--- config.mk ---
export PLATFORM = sky130hd
export DESIGN_NAME = brick_collide_scan
export DESIGN_NICKNAME = d
export VERILOG_FILES = /design/src/rtl/brick_collide_scan.sv
export SDC_FILE = /design/constraint.sdc
export NUM_CORES = 1
export LEC_CHECK = 0
export CORE_ASPECT_RATIO = 0.8
export CORE_MARGIN = 4
export CORE_UTILIZATION = 54
export CTS_BUF_LIST = sky130_fd_sc_hd__clkbuf_16
export DETAILED_ROUTE_END_ITERATION = 8
export PLACE_DENSITY = 0.82
export SLEW_MARGIN = 30
export SYNTH_ARGS = -nofsm -noshare
export SYNTH_HDL_FRONTEND = slang
export SYNTH_SLANG_ARGS = --single-unit
--- constraint.sdc ---
create_clock -name clk -period 6.7 [get_ports clk]
set_clock_uncertainty 0.1 [all_clocks]
set_input_delay 1.005 -clock clk [delete_from_list [all_inputs] [get_ports clk]]
set_output_delay 1.005 -clock clk [all_outputs]
set_load 0.03 [all_outputs]
--- src/rtl/brick_collide_scan.sv ---
// Scans brick memory for ball/brick overlap, decrements health of hit bricks,
// requests redraws and raises sticky bounce flags. Define BRICK_MULTI_HIT_EN to
// keep scanning after a hit instead of ending the scan at the first one.
module brick_collide_scan #(
  parameter int unsigned NUM_BRICKS = 60,
  parameter int unsigned BRICK_W    = 8,
  parameter int unsigned BRICK_H    = 4
) (
  input  logic       clk,
  input  logic       resetn,
  input  logic       go,
  input  logic [9:0] ball_x,
  input  logic [9:0] ball_y,
  input  logic [9:0] size,
  output logic [6:0] mem_addr,
  input  logic [9:0] mem_x,
  input  logic [9:0] mem_y,
  input  logic [1:0] mem_health,
  output logic       mem_wren,
  output logic [1:0] mem_health_out,
  output logic       draw_go,
  input  logic       draw_busy,
  output logic [9:0] draw_x,
  output logic [9:0] draw_y,
  output logic [1:0] draw_health,
  output logic       flip_x,
  output logic       flip_y,
  output logic       busy,
  output logic       done
);

  localparam int unsigned CW = 10;
  localparam int unsigned SW = 11;
  localparam int unsigned AW = 7;
  localparam int unsigned HW = 2;

  typedef enum logic [3:0] {
    IDLE, ADDR, READ, CHECK, WRITE, DRAW_REQ, DRAW_WAIT, NEXT, DONE
  } state_t;

  state_t        state;
  logic [AW-1:0] index;
  logic [CW-1:0] hit_x;
  logic [CW-1:0] hit_y;
  logic [HW-1:0] hit_health;

  // Overlap test in 11 bits so brick/ball extents past 1023 do not wrap.
  logic [SW-1:0] bx_c, by_c, bs_c, mx_c, my_c;
  logic          hit_c, vert_c;
  assign bx_c   = SW'(ball_x);
  assign by_c   = SW'(ball_y);
  assign bs_c   = SW'(size);
  assign mx_c   = SW'(mem_x);
  assign my_c   = SW'(mem_y);
  assign hit_c  = (mem_health != '0) &&
                  (bx_c < mx_c + SW'(BRICK_W)) && (mx_c < bx_c + bs_c) &&
                  (by_c < my_c + SW'(BRICK_H)) && (my_c < by_c + bs_c);
  assign vert_c = (by_c < my_c) || (by_c + bs_c > my_c + SW'(BRICK_H));

  always_ff @(posedge clk) begin
    if (!resetn) begin
      state          <= IDLE;
      index          <= '0;
      hit_x          <= '0;
      hit_y          <= '0;
      hit_health     <= '0;
      mem_addr       <= '0;
      mem_wren       <= 1'b0;
      mem_health_out <= '0;
      draw_go        <= 1'b0;
      draw_x         <= '0;
      draw_y         <= '0;
      draw_health    <= '0;
      flip_x         <= 1'b0;
      flip_y         <= 1'b0;
      busy           <= 1'b0;
      done           <= 1'b0;
    end else begin
      mem_wren <= 1'b0;
      draw_go  <= 1'b0;
      done     <= 1'b0;
      case (state)
        IDLE: begin
          if (go) begin
            state  <= ADDR;
            index  <= '0;
            flip_x <= 1'b0;
            flip_y <= 1'b0;
            busy   <= 1'b1;
          end
        end
        ADDR: begin
          mem_addr <= index;
          state    <= READ;
        end
        READ: state <= CHECK;
        CHECK: begin
          if (hit_c) begin
            hit_x          <= mem_x;
            hit_y          <= mem_y;
            hit_health     <= HW'(mem_health - 2'd1);
            mem_wren       <= 1'b1;
            mem_health_out <= HW'(mem_health - 2'd1);
            if (vert_c) flip_y <= 1'b1;
            else        flip_x <= 1'b1;
            state <= WRITE;
          end else begin
            state <= NEXT;
          end
        end
        WRITE: state <= DRAW_REQ;
        DRAW_REQ: begin
          if (!draw_busy) begin
            draw_go     <= 1'b1;
            draw_x      <= hit_x;
            draw_y      <= hit_y;
            draw_health <= hit_health;
            state       <= DRAW_WAIT;
          end
        end
        DRAW_WAIT: begin
          // draw_go is still high on the first cycle here; the drawer sees busy after it.
          if (!draw_go && !draw_busy) begin
`ifdef BRICK_MULTI_HIT_EN
            state <= NEXT;
`else
            state <= DONE;
`endif
          end
        end
        NEXT: begin
          if (index == AW'(NUM_BRICKS - 1)) begin
            state <= DONE;
          end else begin
            index <= AW'(index + 1'b1);
            state <= ADDR;
          end
        end
        DONE: begin
          done  <= 1'b1;
          busy  <= 1'b0;
          state <= IDLE;
        end
        default: state <= IDLE;
      endcase
    end
  end

endmodule

==> summary.txt, run 1 <==
Detailed routing
  – Post-Route WL: 13.7 mm
  – Routed via count: roughly 4800
  – Avg WL per Cell: 16.6 µm
  – Iter 0 DRT Violations: just over 300
  – DRC viols: 0
  – Final ANT Viol Nets: 0
  – Vias/cell: just under 6
  – Router iterations before antenna repair: 5

Yosys
  – Async SR Flop Fraction: 0%
  – Share of the synthesized area in the top cell type: between 20% and 30%
  – Synth Flop Type: dfxtp_1
  – Post-synthesis mux area share: under 10%
  – Syn nets: between 700 and 800
  – YS warnings: 0
  – Synth Area in Adders: roughly a fifth
  – XOR/XNOR share of the synthesized area: 5.25%
  – Synthesized area per cell: 8.08 µm²
  – Top cell type by total area after synthesis: dfxtp_1
  – Register area share after synthesis: between 20% and 30%
  – Synthesized area: between 5000 and 6000 µm²
  – Synth Instances: 620
  – Main combinational cell family by area after synthesis: adder cells
  – Area contributors post-synth: dfxtp_1, ha_1, nand2_1
  – Cell variety after synth: between 50 and 60
  – Post-synth EDFFs: 0
  – Compound-Gate Fraction of Synth Area: between 15 and 20%
  – Area share of and/or/nand/nor cells after synthesis: between 20% and 30%
  – Post-synthesis sequential element count: a little under 70

STA
  – Setup TNS: 0 ns
  – Final min period: slightly below 5 ns
  – Rel. slew slack: ~40%
  – Measured slew at the worst slew-check pin: 0.898 ns
  – Final hold vios: 0
  – Fmax: a little over 200 MHz
  – Final Max Tran Viols: 0
  – Final setup violation count: 0
  – Crit share post-route: 73.9%
  – RSZ-0062 raised after global routing: no

Hold path
  – Worst Hold Class: reg2reg
  – Hold EP: mem_addr[2]
  – WHS Path Cells: 2
  – Hold Crit Start: mem_addr[2]

Global route
  – GRT overflow: 0
  – Initial antenna violation count: 1
  – GRT Util Overall: about a quarter
  – Vias in the first global route: 4538
  – First-pass GRT wire length: between 20 and 25 mm
  – Pin count of the biggest net entering global routing: between 40 and 50

Clock tree
  – H-tree depth reported by CTS: 3
  – CTS Sinks: slightly below 70
  – Clk_lat worst skew: roughly 0.33 ns
  – TritonCTS clock tree: built
  – Max clock buf depth: 2
  – Post_cts resized: 0
  – CTS root buffer: clkbuf_16
  – Post-CTS Hold Buffers: 0
  – Total CTS buffers: 9
  – Post-CTS setup repair buffer count: 0
  – Clk slew on worst S/H paths: ~0.060 ns

Floorplan
  – Initial core utilization: between 50% and 60%
  – Die ar.: approximately 11000 µm²
  – Ports: 93
  – DIE WIDTH: 116 µm
  – Total core area: around 9000 µm²
  – Die height: roughly 94 µm
  – Core Rows: 31

Placed design
  – Gpl congestion: between 0.9 and 1
  – PortBufs: 92
  – HPWL after detailed placement: 10.9 mm

Worst setup path
  – Critical path startpoint category: input port
  – Crit end category: register
  – R2R Path Start: state[0]
  – Crit Path Max Fanout: 22
  – Req. time, crit path: ~6.8 ns
  – Worst R2R Setup Slack: between 4 and 5 ns
  – Depth of the most critical reg-to-reg path: 6
  – Reg2reg end: index[5]
  – Critical Path AT: 5.10 ns
  – Crit Path Category: in2reg

Cells and area
  – Diodes inserted: 0
  – Final net count: around 840
  – P&R area growth vs syn: 25.5%
  – Layout cells sized above 1: 3.67%
  – Final Util: between 60% and 70%
  – Fillers: 717

Power
  – Static Leakage: roughly 2.7 nW
  – PwrDens: a little over 200 nW/µm²
  – Peak supply drop: 0.000146 V

Job
  – Max Cap Viol: 0

Outcome
  – Status: completed
-- synthesized netlist by cell type (all sizes together), types with 3 or more instances --
master	instances
and2	3
mux2i	20
nand2b	10
and3	5
nor2b	5
xnor2	16
nand2	125
a311oi	5
a211oi	5
nand4	7
o21bai	4
dfxtp	68
clkbuf	19
nand3	14
a21oi	63
nor4	3
xor2	14
o21ai	19
nor3	7
ha	80
o211ai	6
a2111oi	3
or2	4
a31oi	6
a21o	7
o21a	5
nor2	30
or3	5
inv	34
-- registers in the layout, indices dropped and copies added, names as in the netlist, 2 cells and up --
| signal | count |
|---|---|
| index | 7 |
| draw_x | 10 |
| draw_health | 2 |
| draw_y | 10 |
| mem_addr | 7 |
| hit_health | 2 |
| hit_x | 10 |
| state | 4 |
| hit_y | 10 |
-- how the worst max path moves through the flow --
stage,start,endpoint,slack (ns),cells past startpoint
4_1_cts,size[1],hit_x[8],1.79,15
3_5_place_dp,size[1],hit_x[8],1.47,15
6_report,size[1],hit_x[8],1.75,15
2_1_floorplan,ball_x[1],hit_x[5],2.59,15
3_3_place_gp,size[1],hit_x[9],1.60,15
5_1_grt,size[1],hit_x[8],1.37,15
-- report_power, final --
group	internal, mW	switching (mW)	total (mW)
Combinational	0.168	0.216	0.384
Sequential	0.412	0.0143	0.427
Clock	0.285	0.172	0.457
Total	0.866	0.402	1.27
-- worst max-delay path: stages --
cell and delay, ns:
clkdlybuf4s50_1 0.59, ha_1 0.27, a21o_1 0.17, a21oi_1 0.22
nor2b_1 0.07, o21a_1 0.19, o41ai_1 0.53, nor2_1 0.12
a311oi_1 0.23, ha_1 0.30, a21oi_1 0.14, o22ai_1 0.13
a311oi_4 0.40, nand3_4 0.40, mux2i_1 0.31
-- cell type report --
| cell class | instances | area [µm²] | share of cell area (%) |
|---|---|---|---|
| Multi-Input combinational cell | 497 | 3430 | 54.5 |
| Sequential cell | 68 | 1360 | 21.7 |
| Timing Repair Buffer | 94 | 936 | 14.9 |
| Clock buffer | 9 | 225 | 3.58 |
| Tap cell | 115 | 144 | 2.29 |
| Inverter | 34 | 128 | 2.03 |
| Clock inverter | 6 | 66.3 | 1.05 |
-- routing by layer --
metal | up-vias | global-route usage [%] | share of wire [%]
met4 | 2 | 6.86 | 1.8
met3 | 28 | 6.18 | 8.2
met5 | - | 0 | 0.051
met2 | 188 | 41.9 | 46
li1 | 2371 | - | -
met1 | 2176 | 33.0 | 44
-- cells in the final DEF, fill, tap and decap left out, types with 3 or more instances in the layout --
cell type / netlist / layout
nand2_1: 125 / 125
clkdlybuf4s50_1: 0 / 92
ha_1: 80 / 80
dfxtp_1: 68 / 68
a21oi_1: 63 / 63
inv_1: 34 / 34
nor2_1: 30 / 30
mux2i_1: 20 / 20
xnor2_1: 16 / 16
o21ai_0: 16 / 16
xor2_1: 14 / 14
nand3_1: 12 / 12
nand2b_1: 10 / 10
clkbuf_16: 0 / 9
a21o_1: 7 / 7
nor3_1: 7 / 7
nand4_1: 7 / 7
o211ai_1: 6 / 6
a31oi_1: 6 / 6
and3_1: 5 / 5
nor2b_1: 5 / 5
o21a_1: 5 / 5
or3_1: 5 / 5
o21bai_1: 4 / 4
a311oi_1: 4 / 4
or2_2: 4 / 4
a211oi_1: 4 / 4
nor4_1: 3 / 3
a2111oi_0: 3 / 3
o21ai_1: 3 / 3
clkinvlp_4: 0 / 3
-- kinds of logic (layout without fill, tap and decap cells) --
| group | after synthesis | after routing |
|---|---|---|
| mux | 20 | 20 |
| fa+ha+maj | 82 | 82 |
| simple gates | 226 | 226 |
| xor+xnor | 30 | 30 |
| buf+inv | 55 | 143 |
| compound gates | 139 | 139 |
| flops | 68 | 68 |
-- through the flow --
stage               hold WS, ns  total power [mW]  area [µm²]  std cells  worst slack, ns
finish                    0.354              1.27        6290        823             1.75
global route              0.373              1.33        6290        823             1.37
floorplan                 0.332             0.688        5010        620             2.59
global placement          0.343             0.787        5990        808             1.60
CTS                       0.354              1.27        6290        823             1.79
detailed placement        0.346             0.808        5990        808             1.47
No activity file was read; power rests on OpenSTA's default activity.
==> inputs of run 2 (changes only) <==
- CORE_UTILIZATION: 54 -> 48
- PLACE_DENSITY: 0.82 -> 0.77
- clock period: 6.7 -> 4.36 ns (I/O delays scaled with it)
==> run 2 against run 1 <==
Power grew 58%. Critical path depth grew 3. Count of clock-buffer cells in the layout is the same. Via count grew 1.4%. Hold slack lost 0.0037 ns. First-iteration DRC count shrank 8.9%. Sequential share of layout area shrank 0.90 points. Critical endpoint is now hit_health[0]. Largest power group unchanged.
==> summary.txt, run 2 (synthesis gave the netlist of run 1 again) <==
Clock tree
  – TritonCTS clock tree: built
  – H-tree depth reported by CTS: 3 (unchanged)
  – CTS root buffer: clkbuf_16
  – Clk slew on worst S/H paths: 0.06 ns (about the same)
  – CTS Sinks: 68 (unchanged)
  – Post-CTS Hold Buffers: 0 (unchanged)
  – Total CTS buffers: 9 (unchanged)
  – Max clock buf depth: 2 (unchanged)
  – Post-CTS setup repair buffer count: 0 (unchanged)
  – Clk_lat worst skew: 0.33 ns (about the same)

STA
  – Final hold vios: 0 (unchanged)
  – Setup TNS: 0 ns (unchanged)
  – Hold_ws: 0.351 ns (-0.00368 ns)
  – Rel. slew slack: 45.5% (+5.5 points)
  – Post-route setup slack: 0.160 ns (-1.59 ns)
  – Final Max Tran Viols: 0 (unchanged)
  – Crit share post-route: between 90% and 100%
  – Final min period: roughly 4.2 ns
  – Measured slew at the worst slew-check pin: 0.818 ns (-0.0801 ns)
  – RSZ-0062 raised after global routing: no
  – Final setup violation count: 0 (unchanged)
  – Fmax: around 240 MHz

Worst setup path
  – Crit Path Max Fanout: 4 (-82%)
  – Crit path top cell by count: a21oi_1
  – Critical Path AT: 4.34 ns (-0.76 ns)
  – Crit path launch: size[0]
  – Slowest cell delay on critical path: 0.45 ns (-0.14 ns)
  – Crit-path slowest cell: clkdlybuf4s50_1
  – Req. time, crit path: 4.50 ns (-2.34 ns)
  – R2R Path Start: state[0]
  – Crit Path Category: in2reg
  – Crit-path cells: clkdlybuf4s50_1, ha_2, fa_2, a21oi_1, nor2b_1, o21a_1, o21a_1, nor2_1, xor2_1, ha_1, a21oi_1, o21ai_0, a21oi_1, o22ai_2, a311oi_4, buf_4, a31oi_1, a311oi_1
  – Crit end category: register
  – Critical path startpoint category: input port

Global route
  – Vias in the first global route: 4797 (+5.7%)
  – GRT Util Overall: 23.1% (-2.3 points)
  – Pin count of the biggest net entering global routing: 47 (unchanged)
  – Initial antenna violation count: 0 (-1)
  – GRT overflow: 0 (unchanged)
  – First-pass GRT wire length: 22.6 mm (+3.6%)

Cells and area
  – Layout cells sized above 1: 7.95% (+4.3 points)
  – Commonest non-fill, non-tap cell in the layout: nand2_1
  – P&R area growth vs syn: 31.0%
  – Final net count: 863 (+2.5%)
  – Diodes inserted: 0 (unchanged)
  – Most frequent cells in the layout: nand2_1, clkdlybuf4s50_1, ha_1
  – Layout Cells excl Fill: 870 (+5.7%)
  – Final Util: 64.3% (-5.2 points)

Detailed routing
  – Avg WL per Cell: 15.8 µm (-4.5%)
  – Iter 0 DRT Violations: 275 (-8.9%)
  – Vias/cell: 5.56 (-4.0%)
  – Final ANT Viol Nets: 0 (unchanged)
  – Router iterations before antenna repair: 4 (-1)
  – Routed via count: 4834 (+1.4%)
  – DRC viols: 0 (unchanged)
  – Post-Route WL: 13.8 mm (+0.92%)

Floorplan
  – Die ar.: 12100 µm² (+12%)
  – Core Rows: 33 (+6.5%)
  – DIE WIDTH: 122 µm (+5.6%)
  – Initial core utilization: 49.1% (-6.3 points)
  – Total core area: 10200 µm² (+13%)
  – Die height: 99.4 µm (+5.6%)
  – Ports: 93 (unchanged)

Placed design
  – PortBufs: 92 (unchanged)
  – HPWL after detailed placement: 11.1 mm (+2.2%)
  – Place WS: -0.222 ns (-1.69 ns)
  – Gpl congestion: 0.891 (-5.3%)
  – Cells after DPL: 854 (+5.7%)

Power
  – Static Leakage: 2.83 nW (+5.1%)
  – PwrDens: 305 nW/µm² (+51%)
  – Peak supply drop: 0.000272 V (+86%)

Outcome
  – Status: completed

Hold path
  – Worst Hold Class: reg2reg
  – Hold Crit Start: hit_y[8]

Job
  – Max Cap Viol: 0 (unchanged)
## run 2: worst paths after layout
check / endpoint / slack, ns / cells past startpoint
hold reg to reg: draw_y[8] / 0.35 / 2
setup / recovery: hit_health[0] / 0.16 / 18
hold / removal: draw_y[8] / 0.35 / 2
setup reg to reg: index[5] / 1.91 / 6
## run 2: cell type report
| class | count | area (µm²) |
|---|---|---|
| multi-input cells | 497 | 3480 |
| repair buffers | 115 | 1120 |
| clock buffers | 9 | 225 |
| flip-flops and latches | 68 | 1360 |
| inverters | 34 | 128 |
| well taps | 140 | 175 |
| clock inverters | 7 | 67.6 |
| fillers | 871 | 3640 |
## run 2: critical path: cells and delay by family
family                     cells  cell delay (ns)
and+or+nand+nor                2             0.20
buffers and inverters          2             0.63
AOI/OAI and AO/OA             10             1.82
xor gates and xnor gates       1             0.19
adders and majority gates      3             0.82
## run 2: per-stage QoR
step / total power [mW] / area, µm²
after floorplan: 1.06 / 5010
after global placement: 1.25 / 6210
after detailed placement: 1.27 / 6210
after CTS: 1.98 / 6500
after global routing: 2.10 / 6560
final: 2.00 / 6560
## run 2: routing by layer
layer  track usage (%)  part of all wire [%]  wire (µm)  vias to the layer above
li1                  -                     -          -                     2408
met1              30.0                    44       6030                     2277
met2              39.2                    49       6720                      124
met3              3.87                   5.4        746                       25
met4              7.23                   2.1        284                        0
met5                 0                     0          0                        -
## run 2: power by group
part	internal [mW]	switching, mW
clock network	0.440	0.276
logic	0.287	0.344
registers	0.633	0.0214
total	1.36	0.642
## run 2: repair_timing
action / CTS / global route
resized for setup: 0 / 11
hold endpoints to repair: 0 / 0
setup endpoints to repair: 0 / 26
